--- config.mk ---
export PLATFORM = sky130hd
export DESIGN_NAME = shift_serializer
export DESIGN_NICKNAME = d
export VERILOG_FILES = /design/src/rtl/shift_serializer.sv
export SDC_FILE = /design/constraint.sdc
export NUM_CORES = 1
export LEC_CHECK = 0
export ABC_AREA = 1
export CELL_PAD_IN_SITES_DETAIL_PLACEMENT = 0
export CELL_PAD_IN_SITES_GLOBAL_PLACEMENT = 1
export CORE_UTILIZATION = 41
export CTS_CLUSTER_SIZE = 10
export DETAILED_ROUTE_END_ITERATION = 10
export PLACE_DENSITY = 0.9
export SKIP_LAST_GASP = 1
export SYNTH_ARGS = -nofsm -noshare
export SYNTH_HDL_FRONTEND = slang
export SYNTH_SLANG_ARGS = --single-unit
--- constraint.sdc ---
create_clock -name clk_i -period 1.8 [get_ports clk_i]
set_input_delay 0.27 -clock clk_i [delete_from_list [all_inputs] [get_ports clk_i]]
set_output_delay 0.27 -clock clk_i [all_outputs]
set_load 0.1 [all_outputs]
--- src/rtl/shift_serializer.sv ---
// shift_serializer: framed parallel-to-serial converter with valid/ready load and a one-word holding register.
// Per-word length, bit order and bit period are latched when the word moves from holding register to shifter.
module shift_serializer #(
    parameter int   DATA_WIDTH = 16,
    parameter int   LEN_WIDTH  = 4,
    parameter int   DIV_WIDTH  = 8,
    parameter logic IDLE_LEVEL = 1'b0
) (
    input  logic                  clk_i,
    input  logic                  a_rst_n_i,
    input  logic                  enable_i,
    input  logic                  s_valid_i,
    output logic                  s_ready_o,
    input  logic [DATA_WIDTH-1:0] s_data_i,
    input  logic [LEN_WIDTH-1:0]  s_len_i,
    input  logic                  s_msb_first_i,
    input  logic [DIV_WIDTH-1:0]  div_i,
    output logic                  serial_data_o,
    output logic                  bit_strobe_o,
    output logic                  frame_o,
    output logic                  done_o,
    output logic                  busy_o
);
    typedef enum logic {IDLE, SHIFT} state_t;

    state_t                state, state_next;
    logic                  hold_full, hold_msb, msb;
    logic [DATA_WIDTH-1:0] hold_data, sh;
    logic [LEN_WIDTH-1:0]  hold_len, bit_cnt;
    logic [DIV_WIDTH-1:0]  period, per_cnt;
    logic                  accept, tc, last, load;
    logic                  serial, strobe, done;

    always_comb begin
        accept     = s_valid_i & ~hold_full;
        tc         = enable_i & (state == SHIFT) & (per_cnt == period);
        last       = bit_cnt == '0;
        load       = enable_i & hold_full & ((state == IDLE) | (tc & last));
        state_next = load ? SHIFT : (tc & last) ? IDLE : state;
    end

    always_ff @(posedge clk_i or negedge a_rst_n_i) begin
        if (!a_rst_n_i) state <= IDLE;
        else            state <= state_next;
    end

    always_ff @(posedge clk_i or negedge a_rst_n_i) begin
        if (!a_rst_n_i) begin
            hold_full <= 1'b0;
            hold_data <= '0;
            hold_len  <= '0;
            hold_msb  <= 1'b0;
        end else begin
            hold_full <= accept | (hold_full & ~load);
            if (accept) begin
                hold_data <= s_data_i;
                hold_len  <= s_len_i;
                hold_msb  <= s_msb_first_i;
            end
        end
    end

    // MSB-first words are left-aligned so both orders shift out of a fixed end, dropping bits above N.
    always_ff @(posedge clk_i or negedge a_rst_n_i) begin
        if (!a_rst_n_i) begin
            sh      <= '0;
            bit_cnt <= '0;
            per_cnt <= '0;
            period  <= '0;
            msb     <= 1'b0;
            serial  <= IDLE_LEVEL;
            strobe  <= 1'b0;
            done    <= 1'b0;
        end else begin
            strobe <= load | (tc & ~last);
            done   <= tc & last;
            if (load) begin
                sh      <= hold_msb ? hold_data << (LEN_WIDTH'(DATA_WIDTH - 1) - hold_len) : hold_data;
                bit_cnt <= hold_len;
                per_cnt <= '0;
                period  <= div_i;
                msb     <= hold_msb;
                serial  <= hold_msb ? hold_data[hold_len] : hold_data[0];
            end else if (tc & ~last) begin
                sh      <= msb ? sh << 1 : sh >> 1;
                bit_cnt <= bit_cnt - 1'b1;
                per_cnt <= '0;
                serial  <= msb ? sh[DATA_WIDTH-2] : sh[1];
            end else if (tc) begin
                per_cnt <= '0;
                serial  <= IDLE_LEVEL;
            end else if (enable_i && state == SHIFT) begin
                per_cnt <= per_cnt + 1'b1;
            end
        end
    end

    assign s_ready_o     = ~hold_full;
    assign serial_data_o = serial;
    assign bit_strobe_o  = strobe;
    assign frame_o       = state == SHIFT;
    assign done_o        = done;
    assign busy_o        = frame_o | hold_full;
endmodule

== Yosys cells after proc, flatten, opt, wreduce, memory -nomap -nowiden ==
Cells that the tools add are included.
Widths: inputs -> output; s select.
Word-level totals
  output and inout port bits: 6
  logic and storage cells: 60
  bits in registers: 63
  input bits: 33
Cells by class
  shift operators: 1
  eq/ne operators: 1
  order comparisons: 1
  reductions and logical operators: 6
  mux-type cells: 19
  bitwise gates (word level): 16
  add/sub/neg operators: 3
Operators by type and width (count)
  $mux 16: 4
  $mux 8: 4
  $shl 16x4->16: 1
  $add 8x1->8 const B: 1
  $and 1x1->1: 8
  $eq 8x8->1: 1
  $mux 1: 8
  $mux 4: 2
  $lt 4x5->1 const B: 1
  $bmux 1 s4: 1
  $logic_not 4->1: 1
  $not 1->1: 4
  $or 1x1->1: 4
  $reduce_bool 2->1: 2
  $reduce_bool 4->1: 1
  $sub 4x1->4 const B: 1
  $sub 4x4->4 const A: 1
  $reduce_bool 3->1: 1
  $logic_and 1x1->1: 1

== Longest topological paths before layout ==
Gate-level depths: netlist of run 1.
  depth in word-level cells: 8
  mapped depth: 13
  gate-level depth less buffers: 12

== Least setup slack after synthesis of run 1 ==
OpenSTA, ideal clock, no wires.
  kind: reg2reg
  start point: reg state (netlist: frame_o)
  end point: reg per_cnt[7]
  setup time: 0.123 ns
  period minus slack after synthesis: 2.705 ns
  required time: 1.677 ns
  path buffers: 0
  cell stages (with the launch flop): 9
  setup slack: -0.905 ns
  arrival time: 2.582 ns
  cells stage by stage: dfrtp_1 inv_1 nand2_1 nand2_1 inv_1 nand4_1 nor3_1 xor2_1 nor2_1
On the way
  cells in the longest elaborated chain, start to end: 6
  elaborated cells on any way between the ends: 12
  classes of those cells: mux: 3; bitwise: 7; reduce/logical: 2
Ends and longest elaborated chain
  from (decl): RTL line 26  | state_t state, state_next;
  from (signal assigned): RTL line 44  | else state <= state_next;
  $and 1x1->1 (2 in series): RTL line 36  | tc = enable_i & (state == SHIFT) & (per_cnt == period);
  $and 1x1->1: RTL line 38  | load = enable_i & hold_full & ((state == IDLE) | (tc & last));
  $or 1x1->1: RTL line 38
  $and 1x1->1: RTL line 38
  $reduce_bool 4->1 (no line) / $mux 8 (equally long branches)
  to (signal assigned): RTL line 93  | per_cnt <= per_cnt + 1'b1;
  to (decl): RTL line 30  | logic [DIV_WIDTH-1:0] period, per_cnt;
Parallel ways exist; a longest one is shown, timed or not.
A chain may end at the register's enable or synchronous reset.

== Worst setup path in the final report of run 1 ==
  start point: reg per_cnt[3]
  end point: reg sh[2]
On the way
  cells in the longest elaborated chain, start to end: 6
  elaborated cells on any way between the ends: 8
  classes of those cells: eq/ne: 1; mux: 1; bitwise: 5; reduce/logical: 1
Ends and longest elaborated chain
  $eq 8x8->1 (*): RTL line 36
  $and 1x1->1 (*): RTL line 36
  $and 1x1->1: RTL line 38
  $or 1x1->1: RTL line 38
  $and 1x1->1: RTL line 38
  $mux 16 / $reduce_bool 2->1 (equally long branches)
  to (signal assigned): RTL line 78  | sh <= hold_msb ? hold_data << (LEN_WIDTH'(DATA_WIDTH - 1) - hold_len) : hold_data;
  to (signal assigned): RTL line 85  | sh <= msb ? sh << 1 : sh >> 1;
  to (decl): RTL line 28  | logic [DATA_WIDTH-1:0] hold_data, sh;
Every way passes the cells marked *; elsewhere a longest branch is shown, timed or not.

==> summary.md, run 1 <==
| Metric | Value |
|---|---|
| Comb pwr share | 0.494 |
| Final Skew | 0.009442 ns |
| Die W | 99.05 um |
| First-pass GRT wire length | 17580 um |
| Final worst path period need | 1.714 ns |
| Period Utilization, post-route | 0.9521 |
| Port bufs | 38 |
| Critical path endpoint category | flip-flop |
| DR pass1 iterations | 4 |
| Vias in the first global route | 3742 |
| Grt total ovfl | 0 |
| Vias/cell | 5.349 |
| Cells after Synth | 554 |
| Non-Filler Instances | 723 |
| Final hold vios | 0 |
| RD Place Congestion | 0.8646 |
| Starting Density | 0.4199 |
| Worst min path class | input pin to flip-flop |
| Seq/Total Area, Yosys | 0.4083 |
| Post-route ant nets | 0 |
| Final setup slack of the worst path | 0.08624 ns |
| Mapped Area | 0.003861 mm^2 |
| CTS tree | done |
| Setup Viol. Count Final | 0 |
| Seq pwr share | 0.321 |
| Wire length per cell | 14.37 um |
| Initial DRC count | 178 |
| Pre-CTS setup slack | -0.1264 ns |
| Core ar. | 0.009196 mm^2 |
| CTS max path bufs | 2 |
| Die height | 99.05 um |
| CP Class | flip-flop to flip-flop |
| Cell Rows | 35 |
| Clock root cell | clkbuf_8 |
| Placed cells | 699 |
| Placed Area | 0.004562 mm^2 |
| Via Count | 3867 |
| Clock Sinks | 63 |
| I/O pin cnt | 39 |
| Nets | 642 |
| Fill cells | 892 |
| Global Route Usage Sum | 0.2287 |
| Minimum hold slack | 0.4563 ns |
| Power Total | 7.714 mW |
| Power share of the clock group | 0.186 |
| Drc violations | 0 |
| DPL Wire Length | 7454 um |
| Initial antenna violation count | 0 |
| Synth warn | 0 |
| WL final | 10390 um |
| P_leak | 2.436 nW |
| H-tree depth | 3 |
| Slew headroom | 0.7009 |
| Crit path DAT | 1.94 ns |
| Required @ worst endpoint | 2.02 ns |
| Antenna diodes | 0 |
| Switching share of total power | 0.4477 |
| Clock-pin slew on the worst setup and hold paths | 0.07 ns |
| FMAX | 583.5 MHz |
| Final Cell Area | 0.004906 mm^2 |
| Syn Nets | 589 |
| Sw Pwr | 3.453 mW |
| #FFs+latches synth | 63 |
| Status | complete, no violations |
| Crit start category | flip-flop |
| Reg2reg setup slack | 0.09 ns |
| Worst slew pin tran | 0.4481 ns |
| Multi-input gate area | 0.002047 mm^2 |
| Slew Limit Fails | 0 |
| Clock latency on the worst-skew pair | 0.35 ns |
| Share of layout cells above drive strength 1 | 0.1471 |
| Largest net degree at the start of global routing | 64 |
| Worst vdd ir | 0.001010 V |
| Register Area | 0.001580 mm^2 |
| Max_cap viols | 0 |
| Die Footprint | 0.009810 mm^2 |
| Number of buffers created by CTS | 9 |
| Synthesis-to-finish area growth | 27.06% |
| Internal power | 4.261 mW |
| Synth unique cells | 27 |
| Syn_area_per_cell | 6.970 um^2 |
| PD cells | 1572 mW/mm^2 |
| Worst-path fanout max | 12 |
==> worst paths after layout <==
check / startpoint / endpoint / cells past startpoint
worst min-delay path: div_i[5] / period[5] / 3
worst min register to register: period[2] / period[2] / 2
max in group asynchronous: a_rst_n_i / frame_o / 3
worst max-delay path: per_cnt[3] / sh[2] / 10
worst max register to register: per_cnt[3] / sh[2] / 10
min in group asynchronous: a_rst_n_i / period[5] / 3
==> cell usage in the layout (no fill, tap or decap), types with 2 or more instances in the layout <==
| master | Yosys | layout |
|---|---|---|
| nand2_1 | 184 | 178 |
| nand3_1 | 112 | 110 |
| dfrtp_1 | 63 | 62 |
| inv_1 | 39 | 37 |
| nor2_1 | 33 | 33 |
| clkdlybuf4s50_1 | 0 | 31 |
| buf_4 | 1 | 26 |
| o21ai_0 | 24 | 24 |
| mux2_2 | 13 | 13 |
| clkbuf_8 | 0 | 11 |
| xor2_1 | 9 | 9 |
| a21oi_1 | 9 | 9 |
| o21ai_1 | 9 | 9 |
| buf_12 | 0 | 9 |
| nand4_1 | 8 | 8 |
| inv_2 | 7 | 7 |
| nand2_2 | 2 | 5 |
| nor3_1 | 5 | 3 |
| nand3_2 | 0 | 2 |
| nand2_4 | 0 | 2 |
| nor3_2 | 1 | 2 |
| ha_1 | 2 | 2 |
| clkbuf_1 | 12 | 2 |
| bufinv_16 | 0 | 2 |
==> kinds of logic after synthesis <==
| family | after synthesis | synth area share |
|---|---|---|
| AND/OR/NAND/NOR | 348 | 0.3866 |
| buffers and inverters | 74 | 0.07971 |
| flip-flops | 63 | 0.4083 |
| AO/OA/AOI/OAI | 45 | 0.06060 |
| multiplexers | 13 | 0.03791 |
| XOR/XNOR | 9 | 0.02042 |
| adder cells (fa/ha/maj) | 2 | 0.006480 |
==> flip-flops by register name, indices dropped and copies added, names as in the netlist <==
name / cells
hold_data: 16
sh: 16
per_cnt: 8
period: 8
bit_cnt: 4
hold_len: 4
bit_strobe_o: 1
done_o: 1
frame_o: 1
hold_full: 1
hold_msb: 1
msb: 1
serial_data_o: 1
==> routing by layer <==
layer  up-vias  wire length [um]  track usage
met4         0               238       0.1033
met2        91              5024       0.3771
li1       1913                 -            -
met3        18               358      0.03262
met5         -                 0            0
met1      1845              4769       0.2984
==> per-stage QoR <==
step             util  TNS [ns]
6_report       0.5335         0
5_1_grt        0.5335  -0.03497
4_1_cts        0.5215         0
3_5_place_dp   0.4961    -3.962
3_3_place_gp   0.4961    -1.723
2_1_floorplan       -   -0.6680
==> layout make-up <==
type / instances / share of cell area
Multi-Input combinational cell: 417 / 0.4172
Clock inverter: 3 / 0.01326
Clock buffer: 13 / 0.03239
Inverter: 46 / 0.03647
Timing Repair Buffer: 70 / 0.1502
Tap cell: 111 / 0.02831
Sequential cell: 63 / 0.3221
==> worst max-delay path, stage by stage (launching register included) <==
cell and delay [ns]:
dfrtp_1 0.45, inv_2 0.04, nand2_1 0.09, nand2_1 0.10, nor3_4 0.26, nand3_2 0.11
nand2_2 0.12, nand2_4 0.10, clkbuf_16 0.19, nand3_1 0.07, nand3_1 0.06
==> power groups by stage <==
stage,Sequential (mW),Combinational [mW],Clock [mW]
2_1_floorplan,2.41,2.63,0
3_3_place_gp,2.48,3.60,0
3_5_place_dp,2.50,3.65,0
4_1_cts,2.47,3.67,1.46
5_1_grt,2.55,4.30,1.52
6_report,2.47,3.81,1.43
==> Yosys cell counts <==
master | number | area share
buf_4 | 1 | 0.0019
or2_0 | 1 | 0.0016
nand3b_1 | 1 | 0.0019
dfrtp_1 | 63 | 0.41
o211ai_1 | 1 | 0.0019
clkbuf_1 | 12 | 0.012
ha_1 | 2 | 0.0065
xor2_1 | 9 | 0.020
o21ai_1 | 9 | 0.012
inv_2 | 7 | 0.0068
mux2_2 | 13 | 0.038
buf_6 | 2 | 0.0058
o21ai_2 | 1 | 0.0023
nor2_2 | 1 | 0.0016
nand2_2 | 2 | 0.0032
nand2_1 | 184 | 0.18
nor3_2 | 1 | 0.0026
nand3_1 | 112 | 0.15
o21ai_0 | 24 | 0.031
nor2_1 | 33 | 0.032
a22oi_1 | 1 | 0.0019
a21oi_1 | 9 | 0.012
nor3_1 | 5 | 0.0065
buf_2 | 9 | 0.012
nand4_1 | 8 | 0.013
inv_1 | 39 | 0.038
buf_1 | 4 | 0.0039
==> repair_timing <==
action / 4_1_cts / 5_1_grt
endpoints found under the setup margin: 0 / 39
hold endpoints to repair: 63 / 0
gates resized for setup: 0 / 10
buffers inserted: 0 / 6
hold buffers: 1 / 0
No activity file was read; power rests on OpenSTA's default activity.
==> run 2: changes to the inputs <==
TNS_END_PERCENT = 5   (was unset)
==> run 2 against run 1 <==
Sequential share of layout area grew 0.34 points. Cell count stayed put. Count of clock-buffer cells in the layout shrank 2. Global-route usage down 0.55 points. Design area down 0.97%. Clock skew up 0.0038 ns. Hold slack worse by 0.019 ns. Fmax up 1.5%. Flip-flop and latch count unchanged. Utilization down 0.52 points. Via count is essentially flat. Critical path type unchanged. Sequential power increased by 2%.
==> summary.md, run 2 (synthesis gave the netlist of run 1 again) <==
| Metric | Value |
|---|---|
| Number of buffers created by CTS | 9 (unchanged) |
| Worst slew pin tran | 0.4522 ns (+0.004018 ns) |
| Die W | 99.05 um (unchanged) |
| RD Place Congestion | 0.8831 (+2.1%) |
| Reg2reg setup slack | 0.11 ns (+0.03 ns) |
| Required @ worst endpoint | 2.03 ns (about the same) |
| Crit path DAT | 1.91 ns (-0.03 ns) |
| Starting Density | 0.4199 (unchanged) |
| Critical path endpoint category | flip-flop |
| Clock Sinks | 63 (unchanged) |
| Synthesis-to-finish area growth | 25.83% |
| DPL Wire Length | 7557 um (+1.4%) |
| Initial antenna violation count | 0 (unchanged) |
| Power share of the clock group | 0.188 (+0.002) |
| Switching share of total power | 0.4515 (+0.003827) |
| Crit start category | flip-flop |
| Port bufs | 38 (unchanged) |
| Final setup slack of the worst path | 0.1116 ns (+0.02534 ns) |
| Share of layout cells above drive strength 1 | 0.1471 (unchanged) |
| Slew headroom | 0.6982 (-0.002682) |
| Clock-pin slew on the worst setup and hold paths | 0.08 ns (about the same) |
| CP Class | flip-flop to flip-flop |
| Post-route ant nets | 0 (unchanged) |
| Final hold vios | 0 (unchanged) |
| P_leak | 2.418 nW (-0.74%) |
| Utilization after layout | 0.5283 (-0.005170) |
| Clock latency on the worst-skew pair | 0.35 ns (about the same) |
| DR pass1 iterations | 5 (+1) |
| Core ar. | 0.009196 mm^2 (unchanged) |
| FMAX | 592.3 MHz (+1.5%) |
| Cell Rows | 35 (unchanged) |
| Drc violations | 0 (unchanged) |
| Minimum hold slack | 0.4369 ns (-0.01941 ns) |
| First-pass GRT wire length | 17150 um (-2.4%) |
| Antenna diodes | 0 (unchanged) |
| Wire length per cell | 14.20 um (-1.2%) |
| PD cells | 1588 mW/mm^2 (+1.0%) |
| Die Footprint | 0.009810 mm^2 (unchanged) |
| Worst-path fanout max | 13 (+1) |
| WL final | 10270 um (-1.2%) |
| CTS max path bufs | 2 (unchanged) |
| Seq pwr share | 0.325 (+0.004) |
| Setup TNS | 0 ns (unchanged) |
| Final worst path period need | 1.688 ns (-0.02534 ns) |
| Biggest regs | hold_data (16), sh (16) |
| Worst vdd ir | 0.0007920 V (-22%) |
| Clock root cell | clkbuf_8 |
| Internal power | 4.232 mW (-0.67%) |
| Period Utilization, post-route | 0.9380 (-0.01408) |
| Vias/cell | 5.346 (about the same) |
| Slew Limit Fails | 0 (unchanged) |
| Status | complete, no violations |
| Vias in the first global route | 3654 (-2.4%) |
| Fill cells | 895 (+0.34%) |
| Most frequent cells in the layout | nand2_1, nand3_1, dfrtp_1, inv_1, nor2_1 |
| Commonest non-fill, non-tap cell in the layout | nand2_1 |
| Via Count | 3865 (-0.052%) |
| Initial DRC count | 355 (+99%) |
| Die height | 99.05 um (unchanged) |
| Grt total ovfl | 0 (unchanged) |
| Worst min path class | input pin to asynchronous set/reset pin |
| CTS tree | done |
| Placed cells | 702 (+0.43%) |
| Setup Viol. Count Final | 0 (unchanged) |
| Non-Filler Instances | 723 (unchanged) |
| H-tree depth | 3 (unchanged) |
| Nets | 642 (unchanged) |
| Pre-CTS setup slack | -0.1433 ns (-0.01695 ns) |
| Sw Pwr | 3.484 mW (+0.88%) |
| RSZ-0062 raised after global routing | true |
| Comb pwr share | 0.487 (-0.007) |
| Largest net degree at the start of global routing | 64 (unchanged) |
| Placed Area | 0.004562 mm^2 (unchanged) |
| I/O pin cnt | 39 (unchanged) |
| Global Route Usage Sum | 0.2232 (-0.005498) |
| Power Total | 7.716 mW (about the same) |
| Final Cell Area | 0.004858 mm^2 (-0.97%) |
| Max_cap viols | 0 (unchanged) |
| Final Skew | 0.01324 ns (+0.003795 ns) |
[run 2: path summary, 6_finish.rpt]
kind                                 start          to  cells past startpoint
worst max register to register  per_cnt[5]       sh[5]                     11
min in group clk_i                div_i[5]   period[5]                      3
worst max-delay path            per_cnt[5]       sh[5]                     11
max in group asynchronous        a_rst_n_i  per_cnt[4]                      3
worst min-delay path             a_rst_n_i   period[5]                      3
worst min register to register       sh[8]       sh[8]                      2
[run 2: power groups by stage]
stage	clock (mW)	combinational, mW	sequential [mW]
after CTS	1.46	3.67	2.50
after detailed placement	0	3.65	2.52
after floorplan	0	2.63	2.41
after global routing	1.53	4.25	2.57
after global placement	0	3.62	2.50
final	1.45	3.76	2.51
[run 2: cell type report]
class / instances / area (um^2) / area share
Sequential cell: 63 / 1582 / 0.3255
Clock inverter: 5 / 80.08 / 0.01648
Tap cell: 111 / 138.9 / 0.02859
Multi-Input combinational cell: 417 / 2019 / 0.4157
Timing Repair Buffer: 70 / 710.7 / 0.1463
Inverter: 46 / 176.4 / 0.03631
Clock buffer: 11 / 151.4 / 0.03116
[run 2: routing by layer]
layer / share of wire / track usage / up-vias
li1: - / - / 1914
met1: 0.45 / 0.2941 / 1804
met2: 0.48 / 0.3685 / 132
met3: 0.049 / 0.04184 / 15
met4: 0.018 / 0.07577 / 0
met5: 0 / 0 / -
[run 2: what timing repair did]
item	4_1_cts	5_1_grt
gates resized for setup	0	8
endpoints found under the hold margin	63	0
setup buffers	0	4
hold buffers	1	0
setup endpoints to repair	0	39
[run 2: worst max-delay path, stage by stage (launching register included)]
cell and delay (ns):
dfrtp_1 0.42, nand2_1 0.14, nand2_1 0.07, nor2_1 0.08, nand2_1 0.07, nor2_2 0.14, nand3_1 0.10, nand2_2 0.11
nand2_4 0.08, buf_4 0.19, nand3_1 0.09, nand3_1 0.07
==> run 3: changes to the inputs <==
CAP_MARGIN = 20   (was unset)
CORE_UTILIZATION = 46   (was 41)
DONT_BUFFER_PORTS = 1   (was unset)
==> run 3 against run 2 <==
Count of clock-buffer cells in the layout is 1 lower. Utilization is 0.35 points higher. Routed wire length is 4.1% lower. Global-route usage is 2.6 points higher. Die area is 11% lower. Critical path depth is 1 lower. Sequential power is 2% lower. Via count is 4.4% lower. Flip-flop and latch count stayed put. Largest power group unchanged.
==> summary.md, run 3 (synthesis gave the netlist of run 1 again) <==
| Metric | Value |
|---|---|
| Clock Sinks | 63 (unchanged) |
| Port bufs | 0 (-100%) |
| Number of buffers created by CTS | 9 (unchanged) |
| Crit path DAT | 1.96 ns (+0.05 ns) |
| Antenna diodes | 0 (unchanged) |
| Status | complete, no violations |
| Vias/cell | 5.489 (+2.7%) |
| Share of layout cells above drive strength 1 | 0.1303 (-0.01678) |
| Routed length on met3 | 509 um (+1.8%) |
| Cell Rows | 33 (-5.7%) |
| Die W | 93.62 um (-5.5%) |
| Clock latency on the worst-skew pair | 0.35 ns (about the same) |
| Slew headroom | 0.7200 (+0.02177) |
| Worst vdd ir | 0.0008406 V (+6.1%) |
| Setup Viol. Count Final | 0 (unchanged) |
| CTS max path bufs | 2 (unchanged) |
| Fill cells | 823 (-8.0%) |
| Post-route ant nets | 0 (unchanged) |
| Max_cap viols | 0 (unchanged) |
| RR Endpoint | per_cnt[7] |
| Clock root cell | clkbuf_8 |
| FMAX | 578.5 MHz (-2.3%) |
| CTS tree | done |
| Initial DRC count | 250 (-30%) |
| Initial antenna violation count | 0 (unchanged) |
| Final hold vios | 0 (unchanged) |
| Hold path start | div_i[6] |
| RSZ-0062 raised after global routing | true |
| Hold depth | 2 |
| Final worst path period need | 1.729 ns (+0.04016 ns) |
| Grt total ovfl | 0 (unchanged) |
| Multi-input gate area | 0.002013 mm^2 (-0.31%) |
| Largest net degree at the start of global routing | 64 (unchanged) |
| Setup TNS | 0 ns (unchanged) |
| Via Count | 3694 (-4.4%) |
| DR pass1 iterations | 5 (unchanged) |
| Worst min path class | input pin to flip-flop |
| Utilization after layout | 0.5318 (+0.003534) |
| WL final | 9843 um (-4.1%) |
| Biggest regs | hold_data (16), sh (16) |
| Die height | 93.62 um (-5.5%) |
| Period Utilization, post-route | 0.9603 (+0.02231) |
| Register Area | 0.001578 mm^2 (-0.24%) |
| Max Used Layer | met4 |
| Required @ worst endpoint | 2.03 ns (about the same) |
| WL met2 | 4681 um (-5.2%) |
| Starting Density | 0.4723 (+0.05243) |
| Commonest non-fill, non-tap cell in the layout | nand2_1 |
| DRT met1 WL | 4428 um (-4.7%) |
| RD Place Congestion | 0.8953 (+1.4%) |
| Worst-path fanout max | 6 (-7) |
| Core ar. | 0.008175 mm^2 (-11%) |
| Worst slew pin tran | 0.4196 ns (-0.03261 ns) |
| Global Route Usage Sum | 0.2493 (+0.02610) |
| P_leak | 2.188 nW (-9.5%) |
| First-pass GRT wire length | 16820 um (-1.9%) |
| Nets | 598 (-6.9%) |
| PD cells | 1682 mW/mm^2 (+5.9%) |
| DPL Wire Length | 7176 um (-5.0%) |
| Hold EP | period[6] |
| Worst reg-to-reg path cell count | 10 (-1) |
| Die Footprint | 0.008765 mm^2 (-11%) |
| Synthesis-to-finish area growth | 12.61% |
| Drc violations | 0 (unchanged) |
| Critical path endpoint category | flip-flop |
| Reg2reg setup slack | 0.07 ns (-0.04 ns) |
| I/O pin cnt | 39 (unchanged) |
| Wire length per cell | 14.63 um (+3.0%) |
| Final Skew | 0.01728 ns (+0.004047 ns) |
| H-tree depth | 3 (unchanged) |
| Clock-pin slew on the worst setup and hold paths | 0.09 ns (about the same) |
| Slew Limit Fails | 0 (unchanged) |
| CP Class | flip-flop to flip-flop |
| Most frequent cells in the layout | nand2_1, nand3_1, dfrtp_1, inv_1, nor2_1 |
| Crit start category | flip-flop |
| R2r startpoint | per_cnt[6] |
| Vias in the first global route | 3544 (-3.0%) |
## run 3: changes by cell type in the layout (fill, tap and decap cells not counted), moves of 2 or more
cell             previous run  this run
clkdlybuf4s50_1            31         0
buf_4                      27        22
inv_2                       8         6
clkinv_4                    0         2
dfrtp_1                    59        62
dfrtp_2                     4         1
buf_12                      8         1
## run 3: where the power goes
| part | internal, mW | switching, mW | total (mW) |
|---|---|---|---|
| combinational | 1.28 | 2.27 | 3.54 |
| sequential | 1.96 | 0.512 | 2.47 |
| clock | 0.681 | 0.615 | 1.30 |
## run 3: per-layer routing
| layer | GRT usage | up-vias |
|---|---|---|
| met5 | 0 | - |
| met2 | 0.4020 | 95 |
| li1 | - | 1823 |
| met4 | 0.09487 | 0 |
| met3 | 0.05203 | 18 |
| met1 | 0.3280 | 1758 |
## run 3: area by class of cell
class / instances / area share
multi-input cells: 417 / 0.4630
flip-flops and latches: 63 / 0.3629
repair buffers: 26 / 0.05381
inverters: 46 / 0.04230
clock buffers: 10 / 0.03165
well taps: 105 / 0.03022
clock inverters: 6 / 0.01612
## run 3: through the flow
step	setup slack (ns)	area [um^2]	total power, mW	hold slack (ns)	cells
after floorplan	-0.2116	3895	5.036	-0.02559	554
after global placement	0.1418	4076	5.888	-0.02430	654
after detailed placement	0.05023	4076	5.952	-0.02378	654
after CTS	0.06394	4324	7.302	0.03069	672
after global routing	-0.07938	4348	7.978	0.02731	673
final	0.07142	4348	7.314	0.03865	673
## run 3: worst max-delay path: stages (launching register included)
cell and delay (ns):
dfrtp_1 0.40, nand2_1 0.12, nand2_1 0.08, nor2_1 0.11, nand2_1 0.08, nor2_2 0.15
nand3_1 0.10, nand2_2 0.12, nand2_4 0.10, nand2_1 0.25, nor2_1 0.09
## run 3: repair_timing
| item | CTS | global route |
|---|---|---|
| pin swaps | 0 | 1 |
| endpoints found under the setup margin | 1 | 37 |
| gates resized for setup | 1 | 5 |
| endpoints found under the hold margin | 63 | 0 |
| hold buffers | 2 | 0 |
| buffers inserted | 0 | 1 |
## run 3: worst max-delay path by stage
stage / from / cells after the start / endpoint / slack, ns
after floorplan: hold_full / 8 / per_cnt[7] / -0.21
after global placement: per_cnt[0] / 11 / period[1] / 0.14
after detailed placement: per_cnt[4] / 10 / period[7] / 0.05
after CTS: per_cnt[0] / 12 / period[7] / 0.06
after global routing: per_cnt[3] / 10 / bit_cnt[0] / -0.08
final: per_cnt[6] / 10 / per_cnt[7] / 0.07
